`config.mk`:
```
export PLATFORM = sky130hd
export DESIGN_NAME = frame_src_ctrl_flat
export DESIGN_NICKNAME = d
export VERILOG_FILES = /design/src/rtl/frame_src_ctrl_if.sv /design/src/rtl/frame_src_ctrl.sv /design/src/flat_wrapper.sv
export SDC_FILE = /design/constraint.sdc
export NUM_CORES = 1
export LEC_CHECK = 0
export CORE_MARGIN = 2
export CORE_UTILIZATION = 53
export CTS_CLUSTER_SIZE = 40
export DETAILED_ROUTE_END_ITERATION = 16
export GPL_ROUTABILITY_DRIVEN = 0
export MAX_ROUTING_LAYER = met4
export PLACE_DENSITY = 0.92
export REMOVE_ABC_BUFFERS = 1
export SETUP_SLACK_MARGIN = 0.3
export SLEW_MARGIN = 20
export SYNTH_ARGS = -nofsm -noshare
export SYNTH_HDL_FRONTEND = slang
export SYNTH_SLANG_ARGS = --single-unit
```
`constraint.sdc`:
```
create_clock -name clk -period 6.8 [get_ports clk]
set_input_delay 1.02 -clock clk [delete_from_list [all_inputs] [get_ports clk]]
set_output_delay 1.02 -clock clk [all_outputs]
set_load 0.01 [all_outputs]
```
`src/rtl/frame_src_ctrl_if.sv`:
```
// Control, camera, UART and frame-buffer signals of the frame source controller.
// master drives the requests and pixel sources; slave is the controller.
interface frame_src_ctrl_if #(
    parameter int DATA_WIDTH = 8,
    parameter int ADDR_WIDTH = 14
);
    logic                    start;
    logic                    abort;
    logic                    mode_req;
    logic                    cam_vsync;
    logic                    cam_pixel_valid;
    logic [3*DATA_WIDTH-1:0] cam_rgb;
    logic                    uart_pixel_done;
    logic [3*DATA_WIDTH-1:0] uart_rgb;
    logic                    cam_mode;
    logic                    fb_we;
    logic [ADDR_WIDTH-1:0]   fb_addr;
    logic [3*DATA_WIDTH-1:0] fb_wdata;
    logic                    busy;
    logic                    frame_ready;
    logic                    err_timeout;
    logic                    err_sync;

    modport master (
        output start, abort, mode_req, cam_vsync, cam_pixel_valid, cam_rgb,
               uart_pixel_done, uart_rgb,
        input  cam_mode, fb_we, fb_addr, fb_wdata, busy, frame_ready,
               err_timeout, err_sync
    );

    modport slave (
        input  start, abort, mode_req, cam_vsync, cam_pixel_valid, cam_rgb,
               uart_pixel_done, uart_rgb,
        output cam_mode, fb_we, fb_addr, fb_wdata, busy, frame_ready,
               err_timeout, err_sync
    );
endinterface

```
`src/rtl/frame_src_ctrl.sv`:
```
// Captures one frame from either the camera or the UART pixel stream into a
// frame buffer, with abort, UART stall timeout and camera resync handling.
module frame_src_ctrl #(
    parameter int DATA_WIDTH     = 8,
    parameter int IMG_WIDTH      = 80,
    parameter int IMG_HEIGHT     = 120,
    parameter int TOTAL_PIXELS   = IMG_WIDTH * IMG_HEIGHT,
    parameter int ADDR_WIDTH     = $clog2(TOTAL_PIXELS),
    parameter int TIMEOUT_CYCLES = 1_000_000
) (
    input  logic            clk,
    input  logic            reset,
    frame_src_ctrl_if.slave bus
);
    localparam int IDLE_W = $clog2(TIMEOUT_CYCLES + 1);
    localparam int PIX_W  = 3 * DATA_WIDTH;

    typedef enum logic [2:0] {IDLE, CAM_WAIT_VSYNC, CAM_RX, UART_RX, DONE} state_t;

    state_t            state, state_nxt;
    logic [ADDR_WIDTH-1:0] pix_cnt, pix_cnt_nxt;
    logic [IDLE_W-1:0] idle_cnt, idle_cnt_nxt;
    logic              vsync_q, vsync_rise;
    logic              cam_mode_q, cam_mode_nxt;
    logic              we_q, we_nxt;
    logic [ADDR_WIDTH-1:0] addr_q, addr_nxt;
    logic [PIX_W-1:0]  wdata_q, wdata_nxt;
    logic              busy_q, busy_nxt;
    logic              ready_q, ready_nxt;
    logic              tmo_q, tmo_nxt;
    logic              sync_q, sync_nxt;
    logic              take;
    logic [PIX_W-1:0]  pix;
    logic              last;

    assign vsync_rise = bus.cam_vsync & ~vsync_q;
    assign last       = (pix_cnt == ADDR_WIDTH'(TOTAL_PIXELS - 1));

    always_ff @(posedge clk or posedge reset) begin
        if (reset) state <= IDLE;
        else       state <= state_nxt;
    end

    always_comb begin
        state_nxt    = state;
        pix_cnt_nxt  = pix_cnt;
        idle_cnt_nxt = idle_cnt;
        cam_mode_nxt = cam_mode_q;
        we_nxt       = 1'b0;
        addr_nxt     = addr_q;
        wdata_nxt    = wdata_q;
        ready_nxt    = 1'b0;
        tmo_nxt      = 1'b0;
        sync_nxt     = 1'b0;
        take         = 1'b0;
        pix          = '0;

        case (state)
            IDLE: if (bus.start) begin
                cam_mode_nxt = bus.mode_req;
                pix_cnt_nxt  = '0;
                idle_cnt_nxt = '0;
                state_nxt    = bus.mode_req ? CAM_WAIT_VSYNC : UART_RX;
            end
            CAM_WAIT_VSYNC: if (bus.cam_vsync) state_nxt = CAM_RX;
            CAM_RX: begin
                // A fresh vsync restarts the frame; any pixel on that cycle is dropped.
                if (vsync_rise) begin
                    pix_cnt_nxt = '0;
                    sync_nxt    = 1'b1;
                end else if (bus.cam_pixel_valid) begin
                    take = 1'b1;
                    pix  = bus.cam_rgb;
                end
            end
            UART_RX: begin
                if (bus.uart_pixel_done) begin
                    take         = 1'b1;
                    pix          = bus.uart_rgb;
                    idle_cnt_nxt = '0;
                end else if (idle_cnt == IDLE_W'(TIMEOUT_CYCLES - 1)) begin
                    tmo_nxt   = 1'b1;
                    state_nxt = IDLE;
                end else begin
                    idle_cnt_nxt = idle_cnt + IDLE_W'(1);
                end
            end
            DONE: begin
                ready_nxt = 1'b1;
                state_nxt = IDLE;
            end
            default: state_nxt = IDLE;
        endcase

        if (take) begin
            we_nxt    = 1'b1;
            addr_nxt  = pix_cnt;
            wdata_nxt = pix;
            if (last) state_nxt = DONE;
            else      pix_cnt_nxt = pix_cnt + ADDR_WIDTH'(1);
        end

        // Abort overrides everything else decided this cycle.
        if (bus.abort && state != IDLE) begin
            state_nxt   = IDLE;
            pix_cnt_nxt = pix_cnt;
            we_nxt      = 1'b0;
            addr_nxt    = addr_q;
            wdata_nxt   = wdata_q;
            ready_nxt   = 1'b0;
            tmo_nxt     = 1'b0;
            sync_nxt    = 1'b0;
        end

        busy_nxt = (state_nxt != IDLE);
    end

    always_ff @(posedge clk or posedge reset) begin
        if (reset) begin
            pix_cnt    <= '0;
            idle_cnt   <= '0;
            vsync_q    <= 1'b0;
            cam_mode_q <= 1'b0;
            we_q       <= 1'b0;
            addr_q     <= '0;
            wdata_q    <= '0;
            busy_q     <= 1'b0;
            ready_q    <= 1'b0;
            tmo_q      <= 1'b0;
            sync_q     <= 1'b0;
        end else begin
            pix_cnt    <= pix_cnt_nxt;
            idle_cnt   <= idle_cnt_nxt;
            vsync_q    <= bus.cam_vsync;
            cam_mode_q <= cam_mode_nxt;
            we_q       <= we_nxt;
            addr_q     <= addr_nxt;
            wdata_q    <= wdata_nxt;
            busy_q     <= busy_nxt;
            ready_q    <= ready_nxt;
            tmo_q      <= tmo_nxt;
            sync_q     <= sync_nxt;
        end
    end

    assign bus.cam_mode    = cam_mode_q;
    assign bus.fb_we       = we_q;
    assign bus.fb_addr     = addr_q;
    assign bus.fb_wdata    = wdata_q;
    assign bus.busy        = busy_q;
    assign bus.frame_ready = ready_q;
    assign bus.err_timeout = tmo_q;
    assign bus.err_sync    = sync_q;
endmodule

```
`src/flat_wrapper.sv`:
```
// flat-port wrapper written by rule: the top's interface ports become plain ports
module frame_src_ctrl_flat 
#(
    parameter int DATA_WIDTH     = 8,
    parameter int IMG_WIDTH      = 80,
    parameter int IMG_HEIGHT     = 120,
    parameter int TOTAL_PIXELS   = IMG_WIDTH * IMG_HEIGHT,
    parameter int ADDR_WIDTH     = $clog2(TOTAL_PIXELS),
    parameter int TIMEOUT_CYCLES = 1_000_000
)
  (clk, reset, bus_start, bus_abort, bus_mode_req, bus_cam_vsync, bus_cam_pixel_valid, bus_cam_rgb, bus_uart_pixel_done, bus_uart_rgb, bus_cam_mode, bus_fb_we, bus_fb_addr, bus_fb_wdata, bus_busy, bus_frame_ready, bus_err_timeout, bus_err_sync);
  frame_src_ctrl_if #(.DATA_WIDTH(DATA_WIDTH), .ADDR_WIDTH(ADDR_WIDTH)) bus_i ();
  input  logic clk;
  input  logic reset;
  input wire logic [$bits(bus_i.start)-1:0] bus_start;
  input wire logic [$bits(bus_i.abort)-1:0] bus_abort;
  input wire logic [$bits(bus_i.mode_req)-1:0] bus_mode_req;
  input wire logic [$bits(bus_i.cam_vsync)-1:0] bus_cam_vsync;
  input wire logic [$bits(bus_i.cam_pixel_valid)-1:0] bus_cam_pixel_valid;
  input wire logic [$bits(bus_i.cam_rgb)-1:0] bus_cam_rgb;
  input wire logic [$bits(bus_i.uart_pixel_done)-1:0] bus_uart_pixel_done;
  input wire logic [$bits(bus_i.uart_rgb)-1:0] bus_uart_rgb;
  output wire logic [$bits(bus_i.cam_mode)-1:0] bus_cam_mode;
  output wire logic [$bits(bus_i.fb_we)-1:0] bus_fb_we;
  output wire logic [$bits(bus_i.fb_addr)-1:0] bus_fb_addr;
  output wire logic [$bits(bus_i.fb_wdata)-1:0] bus_fb_wdata;
  output wire logic [$bits(bus_i.busy)-1:0] bus_busy;
  output wire logic [$bits(bus_i.frame_ready)-1:0] bus_frame_ready;
  output wire logic [$bits(bus_i.err_timeout)-1:0] bus_err_timeout;
  output wire logic [$bits(bus_i.err_sync)-1:0] bus_err_sync;
  assign bus_i.start = bus_start;
  assign bus_i.abort = bus_abort;
  assign bus_i.mode_req = bus_mode_req;
  assign bus_i.cam_vsync = bus_cam_vsync;
  assign bus_i.cam_pixel_valid = bus_cam_pixel_valid;
  assign bus_i.cam_rgb = bus_cam_rgb;
  assign bus_i.uart_pixel_done = bus_uart_pixel_done;
  assign bus_i.uart_rgb = bus_uart_rgb;
  assign bus_cam_mode = bus_i.cam_mode;
  assign bus_fb_we = bus_i.fb_we;
  assign bus_fb_addr = bus_i.fb_addr;
  assign bus_fb_wdata = bus_i.fb_wdata;
  assign bus_busy = bus_i.busy;
  assign bus_frame_ready = bus_i.frame_ready;
  assign bus_err_timeout = bus_i.err_timeout;
  assign bus_err_sync = bus_i.err_sync;
  frame_src_ctrl #(.DATA_WIDTH(DATA_WIDTH), .IMG_WIDTH(IMG_WIDTH), .IMG_HEIGHT(IMG_HEIGHT), .TOTAL_PIXELS(TOTAL_PIXELS), .ADDR_WIDTH(ADDR_WIDTH), .TIMEOUT_CYCLES(TIMEOUT_CYCLES)) u_core (.clk(clk), .reset(reset), .bus(bus_i));
endmodule
```
==> results.md <==
- Outcome: finished, final reports clean
- Core ar.: 7330 sq um
- Skew final: 0.00941 ns
- Startpoint Class: input pin
- Warnings from Yosys: 0
- Switching Power: 0.574 mW
- Hold path cells: 1
- Max transition margin: 32.3%
- Yosys top cell area share: 50.6%
- Layout net count: 582
- R2r worst-path depth: 6
- Fmax: about 240 MHz
- Reg-to-reg setup timing slack: about 3.3 ns
- Post-synth top flop: dfrtp_1
- Post-layout power: 1.68 mW
- Peak VDD IR: 0.000147 V
- Sequential share of the synthesized area: 50.6%
- Reg power frac: approximately two fifths
- WHS Endpoint: u_core.idle_cnt[19]$_DFFE_PP0P_
- Crit end category: register
- Slew @ Worst Pin: 1.00 ns
- PostCTS Resize Cnt: 0
- Mapped Cells: 440
- Mapped cell area: 4050 sq um
- # port buffers: 99
- Drt wl/cell: 16.4 microns
- Initial antenna violation count: 0
- Clock latency on the worst-skew pair: around 0.35 ns
- Total GRT Usage: a little over a quarter
- Final setup fails: 0
- RR Startpoint: u_core.state[2]$_DFF_PP0_
- Synth area leader: dfrtp_1
- Top cells by area, synth: dfrtp_1 (51%), nand2_1 (8.7%), o21ai_0 (7.0%)
- Hold_sp: u_core.idle_cnt[19]$_DFFE_PP0P_
- CP startpoint: bus_uart_pixel_done
- Vias in the first global route: roughly 3600
- GRT Residual Overflow: 0
- Max-cap violations: 0
- Sequential cell area: 2050 sq um
- Post-synth EDFFs: 0
- Largest net degree at the start of global routing: 83
- Final Hold Viols: 0
- Setup TNS: 0 ns
- Drt via density: 5.93
- H-tree depth: 3
- Die area: around 8400 sq um
- Ys async rst share: between 90% and 100%
- Reg clk slew, reported paths: ~0.080 ns
- Pre-antenna DRT Iters: 5
- Switching Share: 34.1%
- DRC: 0
- Reg-to-Reg End: u_core.pix_cnt[10]$_DFFE_PP0N_
- Fraction of layout cells with a size suffix above 1: 6.82%
- Antenna Cells: 0
- Num rows: 31
- First-pass GRT wire length: 17300 microns
- Die X: around 91 microns
- CTS root buf: clkbuf_8
- Clock Sinks: ~80
- HPWL after DPL: 7200 microns
- Clk buf depth: 2
- Clock power frac: 25.1%
- Hold buffer count at CTS: 0
- Worst Path Arrival: 4.32 ns
- Comb pwr share: 35.8%
- TritonCTS clock tree: yes
- Synth Register Bits: 82
- P per Cell Area: ~320 nW/um^2
- Final ANT Viol Nets: 0
- Filler Cell Count: 527
- Fin crit share: 60.3%
- Critical path class: in2reg
- Fin. max-slew vios: 0
- Crit Path Max Fanout: 42
- Initial Util: a little under three fifths
- Synth-to-layout area growth: 29.9%
- Hold Crit Class: reg2reg
- Ports: 100
- Starting DRT DRC Count: 299
- Tmin final: 4.10 ns
- Post-CTS Setup Bufs: 0
- Synth Area per Inst: between 9 and 10 sq um
- RSZ-0062 raised after global routing: no
- Final WL: 10300 microns
- Total CTS buffers: 9
- Total internal power: 1.11 mW
- CP Data Required Time: 7.02 ns
- Die extent in y: around 90 microns
- Static leakage: 2.21 nW
- Footprint of the multi-input gates: ~1800 sq um
- Routed via count: 3718
- Synth unique cells: 56
-- critical path, cell delays in order --
cell and delay, ns:
clkdlybuf4s50_1 0.48, and4b_1 0.53, a41oi_1 0.91, or2_2 0.77, inv_2 0.30, a31oi_1 0.21
a31oi_1 0.07
-- synthesized netlist by cell type (all sizes together), types with 5 or more instances --
cell type,count
and3,7
clkbuf,22
nand2,95
buf,7
o21ai,59
a22oi,24
a31oi,12
dfrtp,82
inv,5
a211oi,5
nand3,20
nand4,8
nor3,11
a21oi,10
o31ai,5
nor2,17
-- flip-flops by register name (all words and copies together), names as in the netlist --
register / cells
u_core.pix_cnt: 14
u_core.bus.busy: 1
u_core.state: 3
u_core.bus.frame_ready: 1
u_core.bus.fb_we: 1
u_core.bus.fb_addr: 14
u_core.bus.fb_wdata: 24
u_core.bus.err_timeout: 1
u_core.bus.err_sync: 1
u_core.idle_cnt: 20
u_core.bus.cam_mode: 1
u_core.vsync_q: 1
-- cell families after synthesis --
family / Yosys count / share of synthesized area, %
simple gates: 183 / 22.1
compound gates: 132 / 20.3
flops: 82 / 50.6
buf+inv: 34 / 4.63
mux: 4 / 1.02
xor+xnor: 3 / 0.649
fa+ha+maj: 2 / 0.618
-- placed cells by master (no fill, tap or decap), types with 3 or more instances in the layout --
| master | count |
|---|---|
| a211oi_1 | 5 |
| nor2_1 | 17 |
| o21ai_0 | 57 |
| a41oi_1 | 3 |
| nand3_1 | 20 |
| clkbuf_8 | 9 |
| o31ai_1 | 5 |
| a21oi_1 | 10 |
| inv_1 | 3 |
| a22oi_1 | 24 |
| nand2_1 | 94 |
| bufinv_16 | 3 |
| and3_1 | 5 |
| a31oi_1 | 12 |
| nand4_1 | 8 |
| dfrtp_1 | 82 |
| clkdlybuf4s50_1 | 99 |
| nor3_1 | 11 |
| mux2i_1 | 3 |
-- per-layer routing --
metal	share of wire, %	wire (microns)	up-vias	GRT usage (%)
met5	0	0	-	-
met4	3.0	307	0	12.4
met3	6.0	615	33	4.07
met2	50	5120	154	43.1
met1	41	4220	1772	32.3
li1	-	-	1759	-
-- power groups by stage --
stage | registers [mW] | logic (mW) | clock network (mW)
floorplan | 0.696 | 0.265 | 0
global placement | 0.662 | 0.582 | 0
detailed placement | 0.668 | 0.604 | 0
CTS | 0.659 | 0.606 | 0.425
global route | 0.673 | 0.663 | 0.448
finish | 0.659 | 0.603 | 0.422
-- cell type report --
class / count / area share, %
Clock buffer: 9 / 2.35
Timing Repair Buffer: 102 / 19.3
Clock inverter: 6 / 2.19
Tap cell: 99 / 2.35
Inverter: 5 / 0.380
Multi-Input combinational cell: 324 / 34.4
Sequential cell: 82 / 39.0
-- worst max path at each step --
stage               slack (ns)  depth (start not counted)                              to
finish                    2.70                          7  u_core.pix_cnt[10]$_DFFE_PP0N_
global route              2.43                          7  u_core.pix_cnt[10]$_DFFE_PP0N_
CTS                       2.76                          7  u_core.pix_cnt[10]$_DFFE_PP0N_
detailed placement        2.40                          7  u_core.pix_cnt[10]$_DFFE_PP0N_
global placement          2.56                          7  u_core.pix_cnt[10]$_DFFE_PP0N_
floorplan                 3.61                          6  u_core.pix_cnt[10]$_DFFE_PP0N_
-- through the flow --
| step | std cells | setup slack (ns) | instance area [sq um] | hold slack [ns] | utilization, % |
|---|---|---|---|---|---|
| 6_report | 627 | 2.70 | 5260 | 0.467 | 71.8 |
| 5_1_grt | 627 | 2.43 | 5260 | 0.510 | 71.8 |
| 4_1_cts | 627 | 2.76 | 5260 | 0.464 | 71.8 |
| 3_5_place_dp | 612 | 2.40 | 5020 | 0.450 | 68.5 |
| 3_3_place_gp | 612 | 2.56 | 5020 | 0.458 | 68.5 |
| 2_1_floorplan | 411 | 3.61 | 3880 | 0.430 | - |
Power figures use the tool's default switching activity.
